**config.mk**
```make
export PLATFORM = sky130hd
export DESIGN_NAME = ifu_fetch_flat
export DESIGN_NICKNAME = d
export VERILOG_FILES = /design/src/rtl/ifu_fetch_if.sv /design/src/rtl/ifu_fetch.sv /design/src/flat_wrapper.sv
export SDC_FILE = /design/constraint.sdc
export NUM_CORES = 1
export LEC_CHECK = 0
export BUFFER_PORTS_ARGS = -buffer_cell sky130_fd_sc_hd__buf_4
export CORE_MARGIN = 5
export CORE_UTILIZATION = 42
export DETAILED_ROUTE_END_ITERATION = 16
export GPL_ROUTABILITY_DRIVEN = 0
export GPL_TIMING_DRIVEN = 1
export PLACE_DENSITY_LB_ADDON = 0.25
export SYNTH_ARGS = -nofsm -noshare
export SYNTH_HDL_FRONTEND = slang
export SYNTH_SLANG_ARGS = --single-unit
```
**constraint.sdc**
```tcl
create_clock -name clk -period 2.6 [get_ports clk]
set_input_delay 0 -clock clk [delete_from_list [all_inputs] [get_ports clk]]
set_output_delay 0 -clock clk [all_outputs]
set_load 0.005 [all_outputs]
```
**src/rtl/ifu_fetch_if.sv**
```systemverilog
// Fetch unit bundle: PC-stage hand-off, memory request/response port and decode handshake.
// master = fetch unit side, slave = PC stage / memory / decode side.
interface ifu_fetch_if #(
    parameter int XLEN = 32
);
    logic [XLEN-1:0] pc_current;
    logic            pc_advance;
    logic            mem_req_valid;
    logic [XLEN-1:0] mem_req_addr;
    logic            mem_req_ready;
    logic            mem_resp_valid;
    logic [XLEN-1:0] mem_resp_data;
    logic            mem_resp_err;
    logic            inst_valid;
    logic            inst_ready;
    logic [XLEN-1:0] inst;
    logic [XLEN-1:0] inst_pc;
    logic            inst_fault;
    logic [31:0]     fetch_count;

    modport master (
        input  pc_current, mem_req_ready, mem_resp_valid, mem_resp_data, mem_resp_err, inst_ready,
        output pc_advance, mem_req_valid, mem_req_addr, inst_valid, inst, inst_pc, inst_fault,
               fetch_count
    );

    modport slave (
        output pc_current, mem_req_ready, mem_resp_valid, mem_resp_data, mem_resp_err, inst_ready,
        input  pc_advance, mem_req_valid, mem_req_addr, inst_valid, inst, inst_pc, inst_fault,
               fetch_count
    );
endinterface

```
**src/rtl/ifu_fetch.sv**
```systemverilog
// Instruction fetch unit: one outstanding fetch at the current PC, result held for decode,
// PC register advanced by a one-cycle pulse on the decode handshake.
module ifu_fetch #(
    parameter int              XLEN       = 32,
    parameter logic [XLEN-1:0] FAULT_INST = 32'h0000_0013
) (
    input  logic        clk,
    input  logic        rst,
    ifu_fetch_if.master bus_io
);
    typedef enum logic [1:0] {IDLE, REQ, WAIT, HOLD} state_t;

    state_t          state_q, state_d;
    logic [XLEN-1:0] inst_q, inst_d;
    logic [XLEN-1:0] inst_pc_q, inst_pc_d;
    logic            inst_fault_q, inst_fault_d;
    logic [31:0]     fetch_count_q, fetch_count_d;
    logic            pc_aligned;
    logic            advance;

    assign pc_aligned = (bus_io.pc_current[1:0] == 2'b00);
    assign advance    = (state_q == HOLD) && bus_io.inst_ready;

    always_ff @(posedge clk or posedge rst) begin
        if (rst) begin
            state_q       <= IDLE;
            inst_q        <= FAULT_INST;
            inst_pc_q     <= '0;
            inst_fault_q  <= 1'b0;
            fetch_count_q <= '0;
        end else begin
            state_q      <= state_d;
            inst_q       <= inst_d;
            inst_pc_q    <= inst_pc_d;
            inst_fault_q <= inst_fault_d;
            if (advance) begin
                fetch_count_q <= fetch_count_d;
            end
        end
    end

    always_comb begin
        state_d       = state_q;
        inst_d        = inst_q;
        inst_pc_d     = inst_pc_q;
        inst_fault_d  = inst_fault_q;
        fetch_count_d = fetch_count_q + 32'd1;
        case (state_q)
            IDLE: state_d = REQ;
            REQ: begin
                inst_pc_d = bus_io.pc_current;
                // A misaligned PC never reaches memory; it is reported as a fault directly.
                if (!pc_aligned) begin
                    inst_d       = FAULT_INST;
                    inst_fault_d = 1'b1;
                    state_d      = HOLD;
                end else if (bus_io.mem_req_ready) begin
                    state_d = WAIT;
                end
            end
            WAIT: begin
                if (bus_io.mem_resp_valid) begin
                    inst_d       = bus_io.mem_resp_err ? FAULT_INST : bus_io.mem_resp_data;
                    inst_fault_d = bus_io.mem_resp_err;
                    state_d      = HOLD;
                end
            end
            HOLD: begin
                if (bus_io.inst_ready) begin
                    state_d = REQ;
                end
            end
            default: state_d = IDLE;
        endcase
    end

    always_comb begin
        bus_io.mem_req_valid = 1'b0;
        bus_io.mem_req_addr  = '0;
        bus_io.inst_valid    = 1'b0;
        bus_io.pc_advance    = 1'b0;
        case (state_q)
            REQ: begin
                bus_io.mem_req_valid = pc_aligned;
                bus_io.mem_req_addr  = bus_io.pc_current;
            end
            HOLD: begin
                bus_io.inst_valid = 1'b1;
                bus_io.pc_advance = advance;
            end
            default: ;
        endcase
    end

    assign bus_io.inst        = inst_q;
    assign bus_io.inst_pc     = inst_pc_q;
    assign bus_io.inst_fault  = inst_fault_q;
    assign bus_io.fetch_count = fetch_count_q;
endmodule

```
**src/flat_wrapper.sv**
```systemverilog
// flat-port wrapper written by rule: the top's interface ports become plain ports
module ifu_fetch_flat 
#(
    parameter int              XLEN       = 32,
    parameter logic [XLEN-1:0] FAULT_INST = 32'h0000_0013
)
  (clk, rst, bus_io_pc_current, bus_io_mem_req_ready, bus_io_mem_resp_valid, bus_io_mem_resp_data, bus_io_mem_resp_err, bus_io_inst_ready, bus_io_pc_advance, bus_io_mem_req_valid, bus_io_mem_req_addr, bus_io_inst_valid, bus_io_inst, bus_io_inst_pc, bus_io_inst_fault, bus_io_fetch_count);
  ifu_fetch_if #(.XLEN(XLEN)) bus_io_i ();
  input  logic clk;
  input  logic rst;
  input wire logic [$bits(bus_io_i.pc_current)-1:0] bus_io_pc_current;
  input wire logic [$bits(bus_io_i.mem_req_ready)-1:0] bus_io_mem_req_ready;
  input wire logic [$bits(bus_io_i.mem_resp_valid)-1:0] bus_io_mem_resp_valid;
  input wire logic [$bits(bus_io_i.mem_resp_data)-1:0] bus_io_mem_resp_data;
  input wire logic [$bits(bus_io_i.mem_resp_err)-1:0] bus_io_mem_resp_err;
  input wire logic [$bits(bus_io_i.inst_ready)-1:0] bus_io_inst_ready;
  output wire logic [$bits(bus_io_i.pc_advance)-1:0] bus_io_pc_advance;
  output wire logic [$bits(bus_io_i.mem_req_valid)-1:0] bus_io_mem_req_valid;
  output wire logic [$bits(bus_io_i.mem_req_addr)-1:0] bus_io_mem_req_addr;
  output wire logic [$bits(bus_io_i.inst_valid)-1:0] bus_io_inst_valid;
  output wire logic [$bits(bus_io_i.inst)-1:0] bus_io_inst;
  output wire logic [$bits(bus_io_i.inst_pc)-1:0] bus_io_inst_pc;
  output wire logic [$bits(bus_io_i.inst_fault)-1:0] bus_io_inst_fault;
  output wire logic [$bits(bus_io_i.fetch_count)-1:0] bus_io_fetch_count;
  assign bus_io_i.pc_current = bus_io_pc_current;
  assign bus_io_i.mem_req_ready = bus_io_mem_req_ready;
  assign bus_io_i.mem_resp_valid = bus_io_mem_resp_valid;
  assign bus_io_i.mem_resp_data = bus_io_mem_resp_data;
  assign bus_io_i.mem_resp_err = bus_io_mem_resp_err;
  assign bus_io_i.inst_ready = bus_io_inst_ready;
  assign bus_io_pc_advance = bus_io_i.pc_advance;
  assign bus_io_mem_req_valid = bus_io_i.mem_req_valid;
  assign bus_io_mem_req_addr = bus_io_i.mem_req_addr;
  assign bus_io_inst_valid = bus_io_i.inst_valid;
  assign bus_io_inst = bus_io_i.inst;
  assign bus_io_inst_pc = bus_io_i.inst_pc;
  assign bus_io_inst_fault = bus_io_i.inst_fault;
  assign bus_io_fetch_count = bus_io_i.fetch_count;
  ifu_fetch #(.XLEN(XLEN), .FAULT_INST(FAULT_INST)) u_core (.clk(clk), .rst(rst), .bus_io(bus_io_i));
endmodule
```
Word level (Yosys, flattened, before mapping) --
Index checks and enable logic that the tools add are counted.
Operators by class: add/sub/neg operators 1, multiplexer cells 16, eq/ne operators 7, reduce and logical (&&, ||, !) cells 6
Operator list (number):
- two-way mux 32 bit | 4
- case mux 32 bit (2 select lines) | 1
- adder 32 x 1 -> 32 bit, second input constant | 1
- two-way mux 2 bit | 4
- case mux 2 bit (4 select lines) | 1
- != test 2 bit, second input constant | 3
- AND reduction 3 bit | 2
- two-way mux 1 bit | 5
- == test 2 bit, second input constant | 2
- logical NOT 2 bit | 2
- != test 3 bit, second input constant | 1
- == test 2 x 1 -> 1 bit, second input constant | 1
- case mux 1 bit (2 select lines) | 1
- nonzero test 2 bit | 1
- logical AND 1 bit | 1
Storage, ports and cells: bits of input ports 70, output and inout bits 132, logic and storage cells 35, register bits 99

Logic depth before layout (Yosys ltp) --
Gate-level depths: netlist of run 1.
depth in word-level cells 3, mapped depth 7, gate-level depth less buffers 6

Worst setup path before layout of run 1 --
Ideal clock, no wire load.
path kind register -> register, start point reg u_core.state_q[0], end point reg u_core.inst_q[15], in the netlist u_core.bus_io.inst[15], stages on the path, launching flop included 7, data required time 2.479 ns, slack 0.822 ns, library setup time 0.121 ns, buffers on the path 2, arrival time 1.657 ns, period minus slack after synthesis 1.778 ns, cells stage by stage dfrtp_1 -> inv_1 -> ha_1 -> or3_4 -> buf_2 -> buf_6 -> a22o_1
Between the ends: longest elaborated chain between the ends 3, elaborated cells between the ends (all ways) 7, those cells by class 4 x eq/ne; 1 x mux; 2 x reduce/logical
Ends and longest elaborated chain:
- from (decl) | RTL line ifu_fetch.sv:13 | state_t state_q, state_d;
- from (signal assigned) | RTL line ifu_fetch.sv:32 | state_q <= state_d;
- == test 2 x 1 -> 1 bit or == test 2 bit (tied branches) | RTL line ifu_fetch.sv:48 | case (state_q)
- != test 2 bit (no line) or nonzero test 2 bit (tied branches)
- AND reduction 3 bit (no line)
- to (signal assigned) | RTL line ifu_fetch.sv:33 | inst_q <= inst_d;
- to (decl) | RTL line ifu_fetch.sv:14 | logic [XLEN-1:0] inst_q, inst_d;
Several ways; a longest one is shown, not always the timed one. A chain may end at the register's enable or synchronous reset.

Worst setup path after layout of run 1 --
start point reg u_core.state_q[0], end point reg u_core.inst_q[23], in the netlist u_core.bus_io.inst[23]
Same word-level chain as after synthesis.

==> results by group, run 1 <==
Floorplanning
  – Ports: 202
  – Initial Util: 0.431
  – Core Rows: 36
  – Core footprint: 9820 sq um
  – Die Span X: 110 microns
  – Die ar.: 12200 sq um
  – Chip height: 110 microns

Critical path
  – Critical Path Fanout Max: 30
  – Reg2reg start: u_core.state_q[0]
  – Max stage delay on crit path: 0.57 ns
  – Reg2reg setup slack: 0.42 ns
  – Path depth of the worst reg2reg path: 6
  – Cell Chain, Critical Path: inv_1, ha_1, or3_4, nor3b_4, buf_4, a22o_1
  – CP Launch Type: register
  – CP delay by family, top: simple AND/OR/NAND/NOR gates
  – WS Path Type: reg -> reg
  – Worst Path Required: 2.89 ns
  – Crit-path slowest cell: or3_4
  – Critical Path AT: 2.47 ns
  – CP Capture Type: register
  – Buf/Inv on CP: 2
  – Crit Reg-Reg Endpoint: u_core.bus_io.inst[23]

Finish
  – Synth-to-Final Area Change: 58.7%
  – Post-Layout Cell Count: 728
  – N_diodes: 0
  – Fin area: 6720 sq um
  – Net count reported at finish: 666
  – Layout cell share with drive strength beyond 1: 0.445

Clock network
  – CTS Sinks: 99
  – Num CTS Buffers: 9
  – Longest Clk Path Bufs: 2
  – Root buffer cell: clkbuf_8
  – CTS tree: done
  – Reg clk slew, reported paths: 0.09 ns
  – Worst-Skew Late Latency: 0.35 ns
  – H-tree depth: 3
  – Post-CTS sizing: 0

Power
  – Worst ir drop on vdd: 0.000517 V
  – Leak: 3.37 nW
  – Cell Pwr Density: 892 nW/um^2

Global route
  – First-pass GRT wire length: 20400 microns
  – GRT Residual Overflow: 0
  – Vias in the first global route: 3825
  – Initial antenna violation count: 0
  – Pin count of the biggest net entering global routing: 65
  – Total Routing Usage GR: 0.204

STA
  – Post-route minimum period: 2.18 ns
  – Hold Fails Final Rpt: 0
  – # setup viols final: 0
  – Tightest Pin Transition: 0.674 ns
  – Max Clk Rate: 458 MHz
  – Setup TNS: 0 ns
  – Max-slew headroom at the worst pin: 0.551
  – Fin Clk Skew: 0.0108 ns
  – Fin. max-slew vios: 0
  – RSZ-0062 raised after global routing: false
  – Crit share post-route: 0.840

Logic synthesis
  – Mean Syn Cell Area: 13.1 sq um
  – Ys async rst share: 1.00
  – Most frequent cell after synthesis: dfrtp_1
  – Synth top area share: 0.567
  – Yosys warnings: 0
  – Flops & latches, synth: 99
  – Synth cell count leaders: dfrtp_1, and2_1, mux2_2
  – Synth Net Count: 397
  – Mapped Cells: 323
  – Ranking of synthesized cells by area: dfrtp_1, mux2_2, a22o_1
  – Post-synth EDFFs: 0
  – Yosys cell types: 35
  – Netlist Area Pre-Place: 4230 sq um
  – Seq/Total Area, Yosys: 0.586
  – Yosys top cell by area: dfrtp_1
  – Post-synth top flop: dfrtp_1

Outcome
  – Outcome: finished clean

Worst hold path
  – Hold path cells: 3
  – Hold Path Origin: bus_io_mem_resp_err
  – Hold Path Class: in -> reg
  – Hold Crit Endpoint: u_core.bus_io.inst[1]

Drt
  – Via-to-Cell Ratio: 4.94
  – # DRC: 0
  – DR pass1 iterations: 4
  – Wire per inst: 17.0 microns
  – Vias: 3598
  – DRT iter0 DRCs: 90
  – Final ANT Viol Nets: 0
  – DRT Wirelength: 12400 microns

Placed design
  – I/O Buffers: 201
  – DP HPWL: 8160 microns
  – Placement-stage cell area: 5860 sq um
  – Placed cell count: 648

Job
  – Max_cap viols: 0
## cell families (layout without fill, tap and decap cells)
logic type                 Yosys count  after routing  share of synthesized area
DFF                                 99             99                      0.586
and+or+nand+nor                     94             94                      0.148
AOI/OAI and AO/OA                   37             37                     0.0739
muxes                               32             32                     0.0848
xor gates and xnor gates            31             31                     0.0641
buffers and inverters               26            298                     0.0313
adders and majority gates            4              4                     0.0118
## worst max path at each step
stage	to	cells past startpoint	startpoint
floorplan	u_core.bus_io.fetch_count[0]	1	rst
global placement	u_core.bus_io.inst[15]	6	u_core.state_q[0]
detailed placement	u_core.bus_io.inst[15]	6	u_core.state_q[0]
CTS	u_core.bus_io.inst[15]	6	u_core.state_q[0]
global route	u_core.bus_io.inst[21]	7	u_core.state_q[0]
finish	u_core.bus_io.inst[23]	6	u_core.state_q[0]
## timing repair
action	4_1_cts	5_1_grt
endpoints found under the hold margin	115	0
buffers inserted	0	0
endpoints found under the setup margin	0	0
hold buffers	66	0
## tightest hold or removal path: cells and delay by family
kind                   cells  cell delay (ns)
buffers and inverters      1             0.10
AO/OA/AOI/OAI              1             0.15
AND/OR/NAND/NOR            1             0.15
## state kept, by name, indices dropped and copies added (netlist names)
register,count
u_core.bus_io.inst,32
u_core.bus_io.inst_fault,1
u_core.bus_io.inst_pc,32
u_core.state_q,2
u_core.bus_io.fetch_count,32
## routing by layer
layer	up-vias	wire length, microns	track usage
met2	127	6250	0.345
met4	0	294	0.0788
met1	1778	4990	0.249
li1	1670	-	-
met3	23	815	0.0531
met5	-	0	0
## metrics by stage
| stage | setup slack [ns] | power (mW) | hold slack, ns | utilization |
|---|---|---|---|---|
| 6_report | 0.417 | 6.00 | 0.0783 | 0.685 |
| 4_1_cts | 0.439 | 6.03 | 0.0625 | 0.685 |
| 5_1_grt | 0.283 | 6.40 | 0.0962 | 0.685 |
| 3_3_place_gp | 0.554 | 4.86 | 0.160 | 0.597 |
| 2_1_floorplan | 0.0145 | 3.63 | 0.0360 | - |
| 3_5_place_dp | 0.460 | 4.93 | 0.165 | 0.597 |
## layout by cell type, fill, tap and decap left out, types with 2 or more instances in the layout
master / instances
nand4_1: 11
nand4_2: 2
dfrtp_1: 96
nand3_1: 9
and3_1: 4
buf_4: 205
dlygate4sd3_1: 66
and2_1: 31
dfstp_2: 3
nor4_4: 3
o22a_1: 3
ha_1: 3
clkbuf_8: 12
nand2_1: 13
nor4_1: 2
mux2_2: 31
nor3_1: 3
xor2_1: 6
nor2_1: 7
o21ai_0: 3
xnor2_1: 25
inv_1: 12
a22o_1: 29
## power breakdown
part	switching [mW]	total, mW	internal, mW	leakage (nW)
combinational	1.10	2.62	1.52	1.99
clock	0.490	1.00	0.513	0.104
sequential	0.331	2.38	2.05	1.27
## cell type report
type | instances | area [sq um]
inverters | 13 | 51.3
repair buffers | 271 | 2200
clock inverters | 2 | 35.0
multi-input cells | 198 | 1620
fillers | 712 | 3100
well taps | 133 | 166
clock buffers | 12 | 165
flip-flops and latches | 99 | 2480
No activity file was read; power rests on OpenSTA's default activity.
==> inputs of run 2 (changes only) <==
- clock period: 2.6 -> 1.95 ns (I/O delays scaled with it)
==> results by group, run 2 (synthesized netlist as in run 1, its figures left out) <==
Finish
  – Net count reported at finish: 680 (was 666)
  – N_diodes: 0 (unchanged)
  – Commonest non-fill, non-tap cell in the layout: buf_4 (unchanged)
  – Fin area: 6960 sq um (was 6720 sq um)
  – Fill cells: 678 (was 712)
  – Most frequent cells in the layout: buf_4, dfrtp_1, dlygate4sd3_1, mux2_2, and2_1 (unchanged)
  – Post-Layout Cell Count: 744 (was 728)
  – Synth-to-Final Area Change: 64.4% (was 58.7%)
  – Layout cell share with drive strength beyond 1: 0.465 (was 0.445)

Critical path
  – CP Launch Type: register (unchanged)
  – WS Path Type: reg -> reg (unchanged)
  – CP Capture Type: register (unchanged)
  – Worst Path Required: 2.24 ns (was 2.89 ns)
  – Critical Path Fanout Max: 7 (was 30)
  – Critical Path AT: 2.19 ns (was 2.47 ns)

Drt
  – Final ANT Viol Nets: 0 (unchanged)
  – DRT Wirelength: 12800 microns (was 12400 microns)
  – DR pass1 iterations: 4 (unchanged)
  – DRT iter0 DRCs: 209 (was 90)
  – Wire per inst: 17.3 microns (was 17.0 microns)
  – Via-to-Cell Ratio: 4.90 (was 4.94)
  – # DRC: 0 (unchanged)
  – Vias: 3646 (was 3598)

Floorplanning
  – Chip height: 110 microns (unchanged)
  – Ports: 202 (unchanged)
  – Core Rows: 36 (unchanged)
  – Initial Util: 0.431 (unchanged)
  – Core footprint: 9820 sq um (unchanged)
  – Die Span X: 110 microns (unchanged)
  – Die ar.: 12200 sq um (unchanged)

Power
  – Leak: 3.47 nW (was 3.37 nW)
  – Cell Pwr Density: 1220 nW/um^2 (was 892 nW/um^2)
  – Worst ir drop on vdd: 0.000743 V (was 0.000517 V)

Clock network
  – Reg clk slew, reported paths: 0.09 ns (about the same)
  – CTS tree: done (unchanged)
  – Num CTS Buffers: 9 (unchanged)
  – Longest Clk Path Bufs: 2 (unchanged)
  – Worst-Skew Late Latency: 0.35 ns (about the same)
  – H-tree depth: 3 (unchanged)
  – Root buffer cell: clkbuf_8 (unchanged)
  – CTS Sinks: 99 (unchanged)

Global route
  – First-pass GRT wire length: 20400 microns (about the same)
  – GRT Residual Overflow: 0 (unchanged)
  – Initial antenna violation count: 0 (unchanged)
  – Vias in the first global route: 3883 (was 3825)
  – Total Routing Usage GR: 0.204 (about the same)
  – Pin count of the biggest net entering global routing: 52 (was 65)

STA
  – Max-slew headroom at the worst pin: 0.599 (was 0.551)
  – # setup viols final: 0 (unchanged)
  – Crit share post-route: 0.977 (was 0.840)
  – RSZ-0062 raised after global routing: true (was false)
  – Post-route minimum period: 1.90 ns (was 2.18 ns)
  – Tightest Pin Transition: 0.600 ns (was 0.674 ns)
  – Fin. max-slew vios: 0 (unchanged)
  – Max Clk Rate: 525 MHz (was 458 MHz)
  – Hold Fails Final Rpt: 0 (unchanged)
  – Fin Clk Skew: 0.00894 ns (was 0.0108 ns)

Placed design
  – I/O Buffers: 201 (unchanged)
  – Placed cell count: 656 (was 648)
  – Placement-stage cell area: 5950 sq um (was 5860 sq um)
  – DP HPWL: 8310 microns (was 8160 microns)

Outcome
  – Outcome: finished clean (unchanged)

Worst hold path
  – Hold Path Class: in -> reg (unchanged)

Job
  – Max_cap viols: 0 (unchanged)
-- run 2: cell types whose count changed in the layout (fill, tap and decap cells not counted), sizes merged --
cell,delta
clkinvlp,+2
clkbuf,+2
dlygate4sd3,-1
inv,-1
buf,+13
bufinv,+1
-- run 2: worst max-delay path, stage by stage (launching register included) --
cell     delay (ns)
dfrtp_1        0.43
buf_6          0.13
ha_4           0.22
or3_4          0.41
nor3b_4        0.20
buf_6          0.16
buf_6          0.14
a22o_1         0.15
-- run 2: report_power, final --
part | internal (mW) | switching, mW | leakage [nW]
sequential | 2.73 | 0.417 | 1.27
clock | 0.792 | 0.684 | 0.113
combinational | 2.30 | 1.57 | 2.09
-- run 2: what timing repair did --
action                                 4_1_cts  5_1_grt
buffers inserted                             0        4
cloned                                       0        3
resized for setup                            1        9
pin swaps                                    0        2
setup endpoints to repair                   19       50
endpoints found under the hold margin       87        0
hold buffers                                65        0
-- run 2: area by class of cell --
| cell class | count | area [sq um] | area share |
|---|---|---|---|
| Tap cell | 133 | 166 | 0.0239 |
| Clock inverter | 4 | 72.6 | 0.0104 |
| Timing Repair Buffer | 285 | 2390 | 0.343 |
| Clock buffer | 12 | 155 | 0.0223 |
| Inverter | 13 | 52.6 | 0.00755 |
| Multi-Input combinational cell | 198 | 1640 | 0.236 |
| Sequential cell | 99 | 2480 | 0.356 |
-- run 2: through the flow --
| step | worst slack [ns] | power, mW | TNS [ns] | util | hold slack (ns) |
|---|---|---|---|---|---|
| 3_5_place_dp | 0.0834 | 6.74 | 0 | 0.606 | 0.108 |
| 3_3_place_gp | 0.176 | 6.62 | 0 | 0.606 | 0.102 |
| 6_report | 0.0453 | 8.48 | 0 | 0.709 | 0.0168 |
| 5_1_grt | -0.0482 | 9.03 | -0.699 | 0.709 | 0.0136 |
| 2_1_floorplan | 0.172 | 4.84 | 0 | - | 0.0360 |
| 4_1_cts | 0.0246 | 8.35 | 0 | 0.695 | 0.00217 |
-- run 2: per-layer routing --
layer,track usage,up-vias,part of all wire
li1,-,1695,-
met1,0.247,1769,0.40
met2,0.345,152,0.51
met3,0.0465,30,0.063
met4,0.0952,0,0.032
met5,0,-,0
-- run 2: final timing paths --
path / from / endpoint / slack [ns] / cells after the start
max: u_core.state_q[1] / u_core.bus_io.inst[29] / 0.05 / 7
min: bus_io_inst_ready / u_core.bus_io.fetch_count[0] / 0.02 / 3
max reg2reg: u_core.state_q[1] / u_core.bus_io.inst[29] / 0.05 / 7
min reg2reg: u_core.bus_io.fetch_count[31] / u_core.bus_io.fetch_count[31] / 0.48 / 1
max in group asynchronous: rst / u_core.bus_io.inst[16] / 0.97 / 4
min in group asynchronous: rst / u_core.bus_io.fetch_count[20] / 0.27 / 3
==> inputs of run 3 (changes only) <==
- PLACE_DENSITY: not set -> 0.78
- PLACE_DENSITY_LB_ADDON: 0.25 -> not set
- SETUP_SLACK_MARGIN: not set -> 0.15
==> results by group, run 3 (synthesized netlist as in run 1, its figures left out) <==
Drt
  – Vias: 3639 (was 3646)
  – Final ANT Viol Nets: 0 (unchanged)
  – DRT iter0 DRCs: 144 (was 209)
  – Wire per inst: 16.9 microns (was 17.3 microns)
  – DR pass1 iterations: 7 (was 4)
  – # DRC: 0 (unchanged)
  – DRT Wirelength: 12600 microns (was 12800 microns)
  – Via-to-Cell Ratio: 4.88 (was 4.90)

Global route
  – GRT Residual Overflow: 0 (unchanged)
  – Grt met3 use: 0.0689 (was 0.0465)
  – Total Routing Usage GR: 0.199 (was 0.204)
  – First-pass GRT wire length: 20000 microns (was 20400 microns)
  – Vias in the first global route: 3818 (was 3883)
  – Top Usage Layer GRT: met2 (unchanged)
  – M2 GR Usage: 0.347 (was 0.345)
  – Met1 Use GR: 0.230 (was 0.247)
  – Initial antenna violation count: 0 (unchanged)
  – Pin count of the biggest net entering global routing: 53 (was 52)

Finish
  – Post-Layout Cell Count: 745 (was 744)
  – Register Area: 2480 sq um (about the same)
  – Most frequent cells in the layout: buf_4, dfrtp_1, dlygate4sd3_1, mux2_2, and2_1 (unchanged)
  – Fill cells: 689 (was 678)
  – Multi-input gate area: 1680 sq um (was 1640 sq um)
  – Final core utilization: 0.706 (was 0.709)
  – N_diodes: 0 (unchanged)
  – Net count reported at finish: 681 (was 680)
  – Synth-to-Final Area Change: 63.8% (was 64.4%)
  – Commonest non-fill, non-tap cell in the layout: buf_4 (unchanged)
  – Layout cell share with drive strength beyond 1: 0.471 (was 0.465)

Placed design
  – DP HPWL: 8290 microns (was 8310 microns)
  – Setup WS pre-CTS: 0.0861 ns (was 0.0834 ns)
  – I/O Buffers: 201 (unchanged)
  – Placed cell count: 655 (was 656)

Worst hold path
  – Hold Path Class: in -> reg (unchanged)
  – Hold Path Origin: bus_io_mem_req_ready (was bus_io_inst_ready)
  – Hold path cells: 4 (was 3)
  – Hold Crit Endpoint: u_core.state_q[1] (was u_core.bus_io.fetch_count[0])

STA
  – Max-slew headroom at the worst pin: 0.558 (was 0.599)
  – Setup TNS: 0 ns (unchanged)
  – Hold Fails Final Rpt: 0 (unchanged)
  – Post-route minimum period: 1.88 ns (was 1.90 ns)
  – Crit share post-route: 0.963 (was 0.977)
  – Tightest Pin Transition: 0.664 ns (was 0.600 ns)
  – Post-route setup slack: 0.0727 ns (was 0.0453 ns)
  – RSZ-0062 raised after global routing: true (unchanged)
  – Max Clk Rate: 533 MHz (was 525 MHz)
  – Fin. max-slew vios: 0 (unchanged)
  – Fin Clk Skew: 0.0130 ns (was 0.00894 ns)
  – # setup viols final: 0 (unchanged)

Job
  – Max_cap viols: 0 (unchanged)

Power
  – Leak: 3.45 nW (was 3.47 nW)
  – Pint: 5.52 mW (was 5.82 mW)
  – Combinational Power Share: 0.472 (was 0.456)
  – Sw Ratio: 0.323 (was 0.315)
  – Cell Pwr Density: 1180 nW/um^2 (was 1220 nW/um^2)
  – Clk pwr share: 0.140 (was 0.174)
  – Worst ir drop on vdd: 0.000773 V (was 0.000743 V)
  – Overall power: 8.16 mW (was 8.48 mW)
  – Register share of total power: 0.389 (was 0.370)
  – Sw power: 2.64 mW (was 2.67 mW)

Clock network
  – Reg clk slew, reported paths: 0.08 ns (was 0.09 ns)
  – Num CTS Buffers: 9 (unchanged)
  – CTS tree: done (unchanged)
  – Longest Clk Path Bufs: 2 (unchanged)
  – Worst-Skew Late Latency: 0.35 ns (about the same)
  – Root buffer cell: clkbuf_8 (unchanged)
  – CTS Sinks: 99 (unchanged)
  – H-tree depth: 3 (unchanged)

Critical path
  – Critical Path Fanout Max: 7 (unchanged)
  – Reg2reg start: u_core.state_q[1] (unchanged)
  – CP Launch Type: register (unchanged)
  – Critical Path AT: 2.16 ns (was 2.19 ns)
  – Reg2reg setup slack: 0.07 ns (was 0.05 ns)
  – Path depth of the worst reg2reg path: 7 (unchanged)
  – Worst Path Required: 2.23 ns (was 2.24 ns)
  – WS Path Type: reg -> reg (unchanged)
  – CP Capture Type: register (unchanged)
  – Crit Reg-Reg Endpoint: u_core.bus_io.inst[2] (was u_core.bus_io.inst[29])

Floorplanning
  – Die ar.: 12200 sq um (unchanged)
  – Core footprint: 9820 sq um (unchanged)
  – Core Rows: 36 (unchanged)
  – Ports: 202 (unchanged)
  – Chip height: 110 microns (unchanged)
  – Initial Util: 0.431 (unchanged)
  – Die Span X: 110 microns (unchanged)

Outcome
  – Outcome: finished clean (unchanged)
-- run 3: cell types whose count changed in the layout (fill, tap and decap cells not counted), moves of 2 or more --
cell / delta
bufinv_16: -2
clkbuf_1: +2
clkinv_2: +2
nor2_1: -2
nor2_2: +2
-- run 3: power groups by stage --
stage          sequential, mW  combinational [mW]  clock (mW)
2_1_floorplan            3.18                1.66           0
3_3_place_gp             3.17                3.40           0
3_5_place_dp             3.18                3.49           0
4_1_cts                  3.15                3.67        1.18
5_1_grt                  3.26                4.16        1.28
6_report                 3.17                3.85        1.14
-- run 3: metrics by stage --
step	hold slack, ns	cell area, sq um
after global routing	0.0701	6940
after CTS	0.0679	6770
final	0.0775	6940
after global placement	0.215	5930
after detailed placement	0.218	5930
after floorplan	0.0360	4240
-- run 3: layout make-up --
cell class | count | share of cell area
repair buffers | 286 | 0.345
clock buffers | 13 | 0.0215
flip-flops and latches | 99 | 0.358
clock inverters | 3 | 0.00216
well taps | 133 | 0.0240
inverters | 13 | 0.00758
multi-input cells | 198 | 0.242
-- run 3: worst max path at each step --
stage                      start                      to  slack, ns  depth (start not counted)
5_1_grt        u_core.state_q[1]  u_core.bus_io.inst[12]     -0.007                          8
3_5_place_dp   u_core.state_q[0]   u_core.bus_io.inst[5]       0.09                          6
3_3_place_gp   u_core.state_q[0]  u_core.bus_io.inst[19]       0.17                          6
6_report       u_core.state_q[1]   u_core.bus_io.inst[2]       0.07                          7
4_1_cts        u_core.state_q[0]   u_core.bus_io.inst[2]       0.06                          6
2_1_floorplan  u_core.state_q[0]  u_core.bus_io.inst[15]       0.17                          6
-- run 3: metal layers --
layer,share of wire,vias up
met3,0.081,21
met1,0.38,1765
met4,0.021,0
met2,0.51,152
li1,-,1701
met5,0,-
-- run 3: critical path, stage by stage (launching register included) --
cell and delay, ns:
dfrtp_1 0.42, buf_6 0.13, ha_4 0.22, or3_4 0.41, nor3b_4 0.20, buf_6 0.16, clkbuf_16 0.15, a22o_1 0.13
-- run 3: what timing repair did --
item,4_1_cts,5_1_grt
hold endpoints to repair,161,0
setup endpoints to repair,68,70
pin swaps,1,5
buffers inserted,0,5
gates cloned,0,3
resized for setup,5,15
hold buffers,66,0
